**config.mk**
```make
export PLATFORM = sky130hd
export DESIGN_NAME = scoreboard_hazard_unit_flat
export DESIGN_NICKNAME = d
export VERILOG_FILES = /design/src/rtl/scoreboard_hazard_unit_pkg.sv /design/src/rtl/scoreboard_hazard_unit_if.sv /design/src/rtl/scoreboard_hazard_unit_sb_lookup.sv /design/src/rtl/scoreboard_hazard_unit.sv /design/src/flat_wrapper.sv
export SDC_FILE = /design/constraint.sdc
export NUM_CORES = 1
export LEC_CHECK = 0
export ABC_AREA = 1
export CELL_PAD_IN_SITES_DETAIL_PLACEMENT = 2
export CELL_PAD_IN_SITES_GLOBAL_PLACEMENT = 2
export CORE_ASPECT_RATIO = 0.9
export CORE_UTILIZATION = 31
export CTS_BUF_LIST = sky130_fd_sc_hd__clkbuf_4 sky130_fd_sc_hd__clkbuf_8 sky130_fd_sc_hd__clkbuf_16
export DETAILED_ROUTE_END_ITERATION = 12
export PLACE_DENSITY_LB_ADDON = 0.15
export SLEW_MARGIN = 20
export SYNTH_ARGS = -nofsm -noshare
export SYNTH_HDL_FRONTEND = slang
export SYNTH_HIERARCHICAL = 1
export SYNTH_SLANG_ARGS = --single-unit
```
**constraint.sdc**
```tcl
create_clock -name clk -period 2.55 [get_ports clk]
set_input_delay 0.3825 -clock clk [delete_from_list [all_inputs] [get_ports clk]]
set_output_delay 0.3825 -clock clk [all_outputs]
set_load 0.005 [all_outputs]
```
**src/rtl/scoreboard_hazard_unit_pkg.sv**
```systemverilog
// Shared types and encodings for the scoreboard hazard unit: producer ages,
// operand forward-select codes and the per-register scoreboard entry.
package scoreboard_hazard_unit_pkg;

    localparam logic [1:0] FWD_RF = 2'b00;
    localparam logic [1:0] FWD_XM = 2'b01;
    localparam logic [1:0] FWD_MW = 2'b10;

    typedef enum logic [1:0] {
        AGE_IDLE = 2'd0,
        AGE_EX   = 2'd1,
        AGE_MEM  = 2'd2,
        AGE_WB   = 2'd3
    } age_t;

    typedef struct packed {
        age_t age;
        logic ld;
    } sb_entry_t;

    // A producer in WB retires: the register file's internal bypass covers it.
    function automatic age_t next_age(input age_t a);
        age_t n;
        case (a)
            AGE_EX:  n = AGE_MEM;
            AGE_MEM: n = AGE_WB;
            default: n = AGE_IDLE;
        endcase
        return n;
    endfunction

endpackage

```
**src/rtl/scoreboard_hazard_unit_if.sv**
```systemverilog
// Decode-side handshake between the issue logic and the hazard unit.
// master = decode stage driving the instruction, slave = hazard unit.
interface scoreboard_hazard_unit_if #(
    parameter int REG_ADDR_W  = 3,
    parameter int STALL_CNT_W = 16
);
    logic                   issue_valid;
    logic                   issue_wr;
    logic                   issue_is_load;
    logic [REG_ADDR_W-1:0]  issue_dst;
    logic                   rs1_valid;
    logic [REG_ADDR_W-1:0]  rs1;
    logic                   rs2_valid;
    logic [REG_ADDR_W-1:0]  rs2;
    logic                   flush;
    logic                   stall;
    logic [1:0]             fwd1_sel;
    logic [1:0]             fwd2_sel;
    logic [STALL_CNT_W-1:0] stall_cnt;

    modport master (
        output issue_valid, issue_wr, issue_is_load, issue_dst,
        output rs1_valid, rs1, rs2_valid, rs2, flush,
        input  stall, fwd1_sel, fwd2_sel, stall_cnt
    );

    modport slave (
        input  issue_valid, issue_wr, issue_is_load, issue_dst,
        input  rs1_valid, rs1, rs2_valid, rs2, flush,
        output stall, fwd1_sel, fwd2_sel, stall_cnt
    );
endinterface

```
**src/rtl/scoreboard_hazard_unit_sb_lookup.sv**
```systemverilog
// Combinational hazard / forward decode for one source operand, given the
// scoreboard entry of the register it reads.
module sb_lookup
    import scoreboard_hazard_unit_pkg::*;
#(
    parameter bit FWD_EN = 1'b1
) (
    input  logic      rs_valid,
    input  logic      issue_valid,
    input  sb_entry_t entry,
    output logic      haz,
    output logic [1:0] fwd_sel
);

    logic hit;

    assign hit = rs_valid & issue_valid & (entry.age != AGE_IDLE);

    // With bypass only a load still in EX is unservable; without bypass any
    // producer not yet in WB must be waited out.
    always_comb begin
        haz     = 1'b0;
        fwd_sel = FWD_RF;
        if (hit) begin
            if (FWD_EN) begin
                if (entry.age == AGE_EX) begin
                    if (entry.ld) begin
                        haz = 1'b1;
                    end else begin
                        fwd_sel = FWD_XM;
                    end
                end else if (entry.age == AGE_MEM) begin
                    fwd_sel = FWD_MW;
                end
            end else begin
                haz = (entry.age == AGE_EX) || (entry.age == AGE_MEM);
            end
        end
    end

endmodule

```
**src/rtl/scoreboard_hazard_unit.sv**
```systemverilog
// Decode-stage hazard unit: per-register scoreboard of in-flight writes,
// load-use / no-bypass stall generation, operand forward selects and a
// saturating stall counter.
module scoreboard_hazard_unit
    import scoreboard_hazard_unit_pkg::*;
#(
    parameter int REG_ADDR_W  = 3,
    parameter bit FWD_EN      = 1'b1,
    parameter int STALL_CNT_W = 16
) (
    input logic                    clk,
    input logic                    rst,
    scoreboard_hazard_unit_if.slave hz
);

    localparam int NUM_REGS = 2 ** REG_ADDR_W;

    sb_entry_t              sb_q [NUM_REGS];
    sb_entry_t              sb_d [NUM_REGS];
    logic                   haz1;
    logic                   haz2;
    logic                   stall_int;
    logic                   accept;
    logic [STALL_CNT_W-1:0] stall_cnt_q;

    sb_lookup #(.FWD_EN(FWD_EN)) u_lookup_rs1 (
        .rs_valid    (hz.rs1_valid),
        .issue_valid (hz.issue_valid),
        .entry       (sb_q[hz.rs1]),
        .haz         (haz1),
        .fwd_sel     (hz.fwd1_sel)
    );

    sb_lookup #(.FWD_EN(FWD_EN)) u_lookup_rs2 (
        .rs_valid    (hz.rs2_valid),
        .issue_valid (hz.issue_valid),
        .entry       (sb_q[hz.rs2]),
        .haz         (haz2),
        .fwd_sel     (hz.fwd2_sel)
    );

    // A squashed instruction must not stall the front end nor enter the board.
    assign stall_int    = (haz1 | haz2) & ~hz.flush;
    assign accept       = hz.issue_valid & hz.issue_wr & ~stall_int & ~hz.flush;
    assign hz.stall     = stall_int;
    assign hz.stall_cnt = stall_cnt_q;

    // Youngest writer overwrites; flush kills producers in EX; the rest age.
    always_comb begin
        for (int i = 0; i < NUM_REGS; i++) begin
            sb_d[i] = sb_q[i];
            if (accept && (hz.issue_dst == REG_ADDR_W'(i))) begin
                sb_d[i] = '{age: AGE_EX, ld: hz.issue_is_load};
            end else if (hz.flush && (sb_q[i].age == AGE_EX)) begin
                sb_d[i] = '{age: AGE_IDLE, ld: 1'b0};
            end else begin
                sb_d[i].age = next_age(sb_q[i].age);
                if (sb_d[i].age == AGE_IDLE) begin
                    sb_d[i].ld = 1'b0;
                end
            end
        end
    end

    always_ff @(posedge clk or negedge rst) begin
        if (!rst) begin
            for (int i = 0; i < NUM_REGS; i++) begin
                sb_q[i] <= '{age: AGE_IDLE, ld: 1'b0};
            end
        end else begin
            for (int i = 0; i < NUM_REGS; i++) begin
                sb_q[i] <= sb_d[i];
            end
        end
    end

    always_ff @(posedge clk or negedge rst) begin
        if (!rst) begin
            stall_cnt_q <= '0;
        end else if (stall_int && (stall_cnt_q != {STALL_CNT_W{1'b1}})) begin
            stall_cnt_q <= stall_cnt_q + 1'b1;
        end
    end

endmodule
```
**src/flat_wrapper.sv**
```systemverilog
// flat-port wrapper written by rule: the top's interface ports become plain ports
module scoreboard_hazard_unit_flat import scoreboard_hazard_unit_pkg::*;
#(
    parameter int REG_ADDR_W  = 3,
    parameter bit FWD_EN      = 1'b1,
    parameter int STALL_CNT_W = 16
)
  (clk, rst, hz_issue_valid, hz_issue_wr, hz_issue_is_load, hz_issue_dst, hz_rs1_valid, hz_rs1, hz_rs2_valid, hz_rs2, hz_flush, hz_stall, hz_fwd1_sel, hz_fwd2_sel, hz_stall_cnt);
  scoreboard_hazard_unit_if #(.REG_ADDR_W(REG_ADDR_W), .STALL_CNT_W(STALL_CNT_W)) hz_i ();
  input logic clk;
  input logic rst;
  input wire logic [$bits(hz_i.issue_valid)-1:0] hz_issue_valid;
  input wire logic [$bits(hz_i.issue_wr)-1:0] hz_issue_wr;
  input wire logic [$bits(hz_i.issue_is_load)-1:0] hz_issue_is_load;
  input wire logic [$bits(hz_i.issue_dst)-1:0] hz_issue_dst;
  input wire logic [$bits(hz_i.rs1_valid)-1:0] hz_rs1_valid;
  input wire logic [$bits(hz_i.rs1)-1:0] hz_rs1;
  input wire logic [$bits(hz_i.rs2_valid)-1:0] hz_rs2_valid;
  input wire logic [$bits(hz_i.rs2)-1:0] hz_rs2;
  input wire logic [$bits(hz_i.flush)-1:0] hz_flush;
  output wire logic [$bits(hz_i.stall)-1:0] hz_stall;
  output wire logic [$bits(hz_i.fwd1_sel)-1:0] hz_fwd1_sel;
  output wire logic [$bits(hz_i.fwd2_sel)-1:0] hz_fwd2_sel;
  output wire logic [$bits(hz_i.stall_cnt)-1:0] hz_stall_cnt;
  assign hz_i.issue_valid = hz_issue_valid;
  assign hz_i.issue_wr = hz_issue_wr;
  assign hz_i.issue_is_load = hz_issue_is_load;
  assign hz_i.issue_dst = hz_issue_dst;
  assign hz_i.rs1_valid = hz_rs1_valid;
  assign hz_i.rs1 = hz_rs1;
  assign hz_i.rs2_valid = hz_rs2_valid;
  assign hz_i.rs2 = hz_rs2;
  assign hz_i.flush = hz_flush;
  assign hz_stall = hz_i.stall;
  assign hz_fwd1_sel = hz_i.fwd1_sel;
  assign hz_fwd2_sel = hz_i.fwd2_sel;
  assign hz_stall_cnt = hz_i.stall_cnt;
  scoreboard_hazard_unit #(.REG_ADDR_W(REG_ADDR_W), .FWD_EN(FWD_EN), .STALL_CNT_W(STALL_CNT_W)) u_core (.clk(clk), .rst(rst), .hz(hz_i));
endmodule
```
# [Yosys cells after proc, flatten, opt, wreduce, memory -nomap -nowiden]
# Index checks and enable logic that the tools add are counted.
[op_classes] add_sub_neg=1 mul=0 div=0 magnitude_cmp=2 eq_ne=28 shifts=0 mux=68 bitwise=13 reduce_logical=36
[ops] operator="$mux W3" n=20
[ops] operator="$mux W2" n=22
[ops] operator="$pmux W2 S2" n=8
[ops] operator="$reduce_bool A3 Y1" n=8
[ops] operator="$eq A2 B1 Y1 const B" n=10
[ops] operator="$eq A2 B2 Y1 const B" n=10
[ops] operator="$bmux W3 S3" n=2
[ops] operator="$logic_and A1 B1 Y1" n=17
[ops] operator="$add A16 B1 Y16 const B" n=1
[ops] operator="$logic_not A2 Y1" n=8
[ops] operator="$mux W1" n=16
[ops] operator="$ne A16 B16 Y1 const B" n=1
[ops] operator="$eq A3 B3 Y1 const B" n=4
[ops] operator="$and A1 B1 Y1" n=8
[ops] operator="$ge A4 B4 Y1 const B" n=2
[ops] operator="$not A3 Y4" n=2
[ops] operator="$eq A3 B2 Y1 const B" n=2
[ops] operator="$reduce_bool A2 Y1" n=2
[ops] operator="$eq A3 B1 Y1 const B" n=1
[ops] operator="$logic_not A3 Y1" n=1
[ops] operator="$not A1 Y1" n=2
[ops] operator="$or A1 B1 Y1" n=1
[word_totals] ff_bits=40 latchBits=0 mem_bits_rw=0 rom_bits=0 wordCells=165 n_memories=0

# [Longest topological paths before layout]
# Gate-level depths: netlist of run 1.
[logic_depth] depth_word=18 mapped_depth=16 mapped_depth_nobuf=15

# [Modules after synthesis]
# Netlist of run 1, hierarchy kept.
[modules_own_cells] mod="scoreboard_hazard_unit" instances=1 cells_each=389 area_per_inst_um2=2801.4
[modules_own_cells] mod="sb_lookup" instances=2 cells_each=7 area_per_inst_um2=30.0

# [Worst setup path after synthesis of run 1]
# No wires, ideal clock.
[synth_path] kind="in2reg" startpoint="in hz_rs1[0]" endpoint="reg u_core/sb_q[16] (netlist name)" setup_ns=0.124 arrival_time_ns=1.932 setup_slack_ns=0.494 path_stages=15 path_buffers=1 path_cell_list="inv_1 > clkbuf_1 > a21oi_1 > o21ai_0 > nand2_1 > o21a_1 > inv_1 > nand2_1 > nor3_1 > o21ai_2 > nand2_1 > inv_2 > nand2_1 > inv_1 > or2_1"
[synth_rtl] element="start: declaration" line_no="flat_wrapper.sv:17" rtl="input wire logic [$bits(hz_i.rs1)-1:0] hz_rs1;"
[synth_rtl] element="end signal: indexed assignment" line_no="scoreboard_hazard_unit.sv:68" rtl="sb_q[i] <= '{age: AGE_IDLE, ld: 1'b0};"
[synth_rtl] element="end signal: indexed assignment" line_no="scoreboard_hazard_unit.sv:72" rtl="sb_q[i] <= sb_d[i];"
[synth_rtl] element="end: declaration" line_no="scoreboard_hazard_unit.sv:18" rtl="sb_entry_t sb_q [NUM_REGS];"

# [Worst setup path after layout of run 1]
[layout_path] startpoint="in hz_rs2[0]" endpoint="out hz_stall"
[layout_between] elab_chain_len=9 elab_cells_between_ends=12 cone_classes="eq/ne: 1; mux: 6; bitwise: 4; reduce/logical: 1"
[layout_rtl] element="start: declaration" line_no="flat_wrapper.sv:19" rtl="input wire logic [$bits(hz_i.rs2)-1:0] hz_rs2;"
[layout_rtl] element="$not A3 Y4 (not written as such) *" line_no="scoreboard_hazard_unit.sv:37" rtl=".entry (sb_q[hz.rs2]),"
[layout_rtl] element="$bmux W3 S3 *" line_no="scoreboard_hazard_unit.sv:37"
[layout_rtl] element="$mux W3 (not written as such) * (2 in a row)" line_no="scoreboard_hazard_unit.sv:37"
[layout_rtl] element="$eq A2 B1 Y1, or another cell as far along"
[layout_rtl] element="$mux W1 / $and A1 B1 Y1 (equally long branches)" line_no="scoreboard_hazard_unit_sb_lookup.sv:26, scoreboard_hazard_unit_sb_lookup.sv:17"
[layout_rtl] element="$mux W1 *" line_no="scoreboard_hazard_unit_sb_lookup.sv:24" rtl="if (hit) begin"
[layout_rtl] element="named net u_core.haz2" line_no="scoreboard_hazard_unit.sv:21" rtl="logic haz2;"
[layout_rtl] element="$or A1 B1 Y1 *" line_no="scoreboard_hazard_unit.sv:43" rtl="assign stall_int = (haz1 | haz2) & ~hz.flush;"
[layout_rtl] element="$and A1 B1 Y1 *" line_no="scoreboard_hazard_unit.sv:43"
[layout_rtl] element="end: declaration" line_no="flat_wrapper.sv:21" rtl="output wire logic [$bits(hz_i.stall)-1:0] hz_stall;"
# Mark *: on every way through the listed nets, which the timed path passes. The rest lies on a longest branch. The select of a mux whose other input is x is not followed.

==> results of run 1 <==
[stage by stage]
step	area (sq um)	util, %	instances
after global placement	3520	40.1	575
after CTS	3690	42.1	586
final	3720	42.4	587
after floorplan	2860	-	403
after detailed placement	3520	40.1	575
after global routing	3720	42.4	587
[flip-flops by register name, indices dropped and copies added, names as in the netlist]
| register | count |
|---|---|
| u_core/sb_q | 24 |
| u_core/hz.stall_cnt | 16 |
[worst reg2reg max path, stage by stage (launching register included)]
cell and delay [ps]:
dfrtp_1 400, inv_2 80, buf_4 110, a21oi_1 60, o21ai_1 80, nand2_1 80, o21a_1 180, inv_1 90
nand2_2 90, nor3_4 240, o21ai_4 80, buf_4 150, nand2_1 100, inv_2 80, nand2_1 140, inv_1 100
or2_1 220
[synthesized netlist by cell type, types with 3 or more instances]
master | instances | area [sq um]
inv_1 | 54 | 203
nand2_1 | 106 | 398
nor2_2 | 3 | 18.8
nand3_1 | 22 | 110
o21ai_0 | 40 | 200
nor2_1 | 36 | 135
nor3_1 | 6 | 30.0
or2_1 | 6 | 37.5
dfrtp_1 | 40 | 1000
nand4_1 | 5 | 31.3
clkbuf_1 | 4 | 15.0
nand2_2 | 3 | 18.8
ha_1 | 25 | 313
xnor2_1 | 6 | 52.6
a21oi_1 | 26 | 130
o21a_1 | 6 | 45.0
[how the worst max path moves through the flow]
stage / start / to / depth (start not counted)
after floorplan: hz_rs1[0] / u_core/sb_q[16] / 15
after global placement: hz_rs2[0] / hz_stall / 11
after detailed placement: hz_rs2[0] / hz_stall / 11
after CTS: u_core/sb_q[20] / hz_fwd2_sel[0] / 10
after global routing: u_core/sb_q[19] / hz_stall / 11
final: hz_rs2[0] / hz_stall / 12
[layout make-up]
type,count,area (sq um)
well taps,119,149
repair buffers,64,577
fillers,1034,5050
clock inverters,1,30.0
repair inverters,1,7.51
multi-input cells,298,1640
flip-flops and latches,40,1000
inverters,57,218
clock buffers,7,96.3
[cell families after synthesis]
group	count (synthesis)	share of synthesized area [%]
buffers and inverters	65	9.27
xor gates and xnor gates	7	2.14
adders and majority gates	25	10.9
DFF	40	35.0
AOI/OAI and AO/OA	74	14.0
and+or+nand+nor	192	28.7
[metal layers]
metal,vias up,wire (microns),track usage (%)
met1,1423,4820,29.9
met3,10,177,2.99
met2,30,4720,37.1
met4,0,126,5.87
met5,-,0,0
li1,1407,-,-
[power groups by stage]
stage	clock, mW	combinational, mW	sequential (mW)
2_1_floorplan	0	0.536	0.916
3_3_place_gp	0	0.841	0.958
3_5_place_dp	0	0.924	0.970
4_1_cts	0.611	0.963	0.964
5_1_grt	0.634	1.13	0.988
6_report	0.596	0.981	0.962
[timing repair]
action,4_1_cts,5_1_grt
buffers inserted,1,1
hold buffers,1,0
resized for setup,26,15
endpoints found under the setup margin,35,6
pin swaps,2,1
cloned,1,0
hold endpoints to repair,12,0
==> summary.txt, run 1 <==
Starting DRT DRC Count -> 53
mapped cell area -> 2860 sq um
Cell Rows -> 32
most common cell after layout, fill and taps aside -> nand2_1
Clock Power Share -> 23.5%
Routed WL -> 9850 microns
kind of critical path -> in2out
clk_lat worst skew -> 310 ps
post-synthesis sequential area ratio -> 35.0%
Yosys cell types -> 28
via count -> 2870
die footprint -> 9620 sq um
syn_nets -> 445
Final Slew Violations -> 0
most frequent CP cell -> dlygate4sd2_1
top_reg_cell synth -> dfrtp_1
Max Freq -> 406 MHz
CTS sink cnt -> 40
crit start category -> primary input
Post-synth EDFFs -> 0
# DRC -> 0
Vias per Instance -> 4.89
Core ar. -> 8770 sq um
GRT Residual Overflow -> 0
power per cell area -> 683 nW/um^2
root buffer cell -> clkbuf_8
Layout area overhead -> 29.9%
period utilization -> 96.6%
Relative slew margins -> 68.4%
worst r2r dst -> u_core/sb_q[4]
Hold Crit Class -> in2async
Num CTS Buffers -> 5
Worst Skew -> 9.70 ps
Inserted Diodes -> 0
actual slew at the worst max-slew pin -> 472 ps
VDD IR max -> 285 uV
WP buf/inv -> 5
initial core utilization -> 32.6%
most frequent cells in the layout -> nand2_1 (104), inv_1 (46), dfrtp_1 (40)
critical path arrival -> 2080 ps
worst path required time -> 2170 ps
CP max stage cell -> dlygate4sd2_1
Die Y -> 93.1 microns
share of post-route cells with drive strength above 1 -> 14.1%
Int Pwr -> 1.57 mW
# nets final -> 509
switching pwr -> 0.973 mW
sequential power share -> 37.9%
# H-tree levels -> 2
Die W -> 103 microns
Setup violations, final -> 0
Total GRT Usage -> 22.2%
syn_area_per_cell -> 7.10 sq um
RSZ-0062 raised after global routing -> true
largest net degree at the start of global routing -> 17
Leak Pwr -> 1.83 nW
Setup TNS Final -> 0 ps
Final min period -> 2460 ps
final-report hold violation count -> 0
Syn Inst Count -> 403
DP HPWL -> 7660 microns
CP Capture Type -> output pin
WL per Instance -> 16.8 microns
worst-path fanout max -> 12
Worst-path clk slew -> 80 ps
Longest Clk Path Bufs -> 2
overall power -> 2.54 mW
number of global-route vias before repair -> 3155
run status -> finished, final reports clean
CTS tree -> built
R2R setup slack -> 160 ps
Pre-antenna DRT Iters -> 5
# Max-Cap Violations -> 0
initial antenna violation count -> 0
async set-reset flop share out of synthesis -> 100%
worst slack, placed -> -602 ps
Comb power frac -> 38.6%
Routability Congestion -> 0.829
Yosys reg bits -> 40
CP cell instances -> dlygate4sd2_1, inv_4, a21oi_1, o21ai_1, nand3_1, o21a_1, inv_1, nand2_2, nor3_4, o21ai_4, clkinv_2, dlygate4sd2_1
first-pass GRT wire length -> 16000 microns
max incr delay on CP -> 280 ps
Hold Slack -> 511 ps
worst setup margin -> 86.8 ps
Largest delay share family, worst path -> buffers and inverters
R2R depth -> 16
io pins -> 38
Net Sw Frac -> 38.3%
reg-to-reg startpoint -> u_core/sb_q[20]
Synth Warn # -> 6
Final ANT Viol Nets -> 0
port buffer count -> 37
No activity file was read; power rests on OpenSTA's default activity.
==> inputs of run 2 (changes only) <==
TNS_END_PERCENT = 10   (was not set)
==> results of run 2 <==
The final DEF is identical to that of run 1; final timing and power are the same.
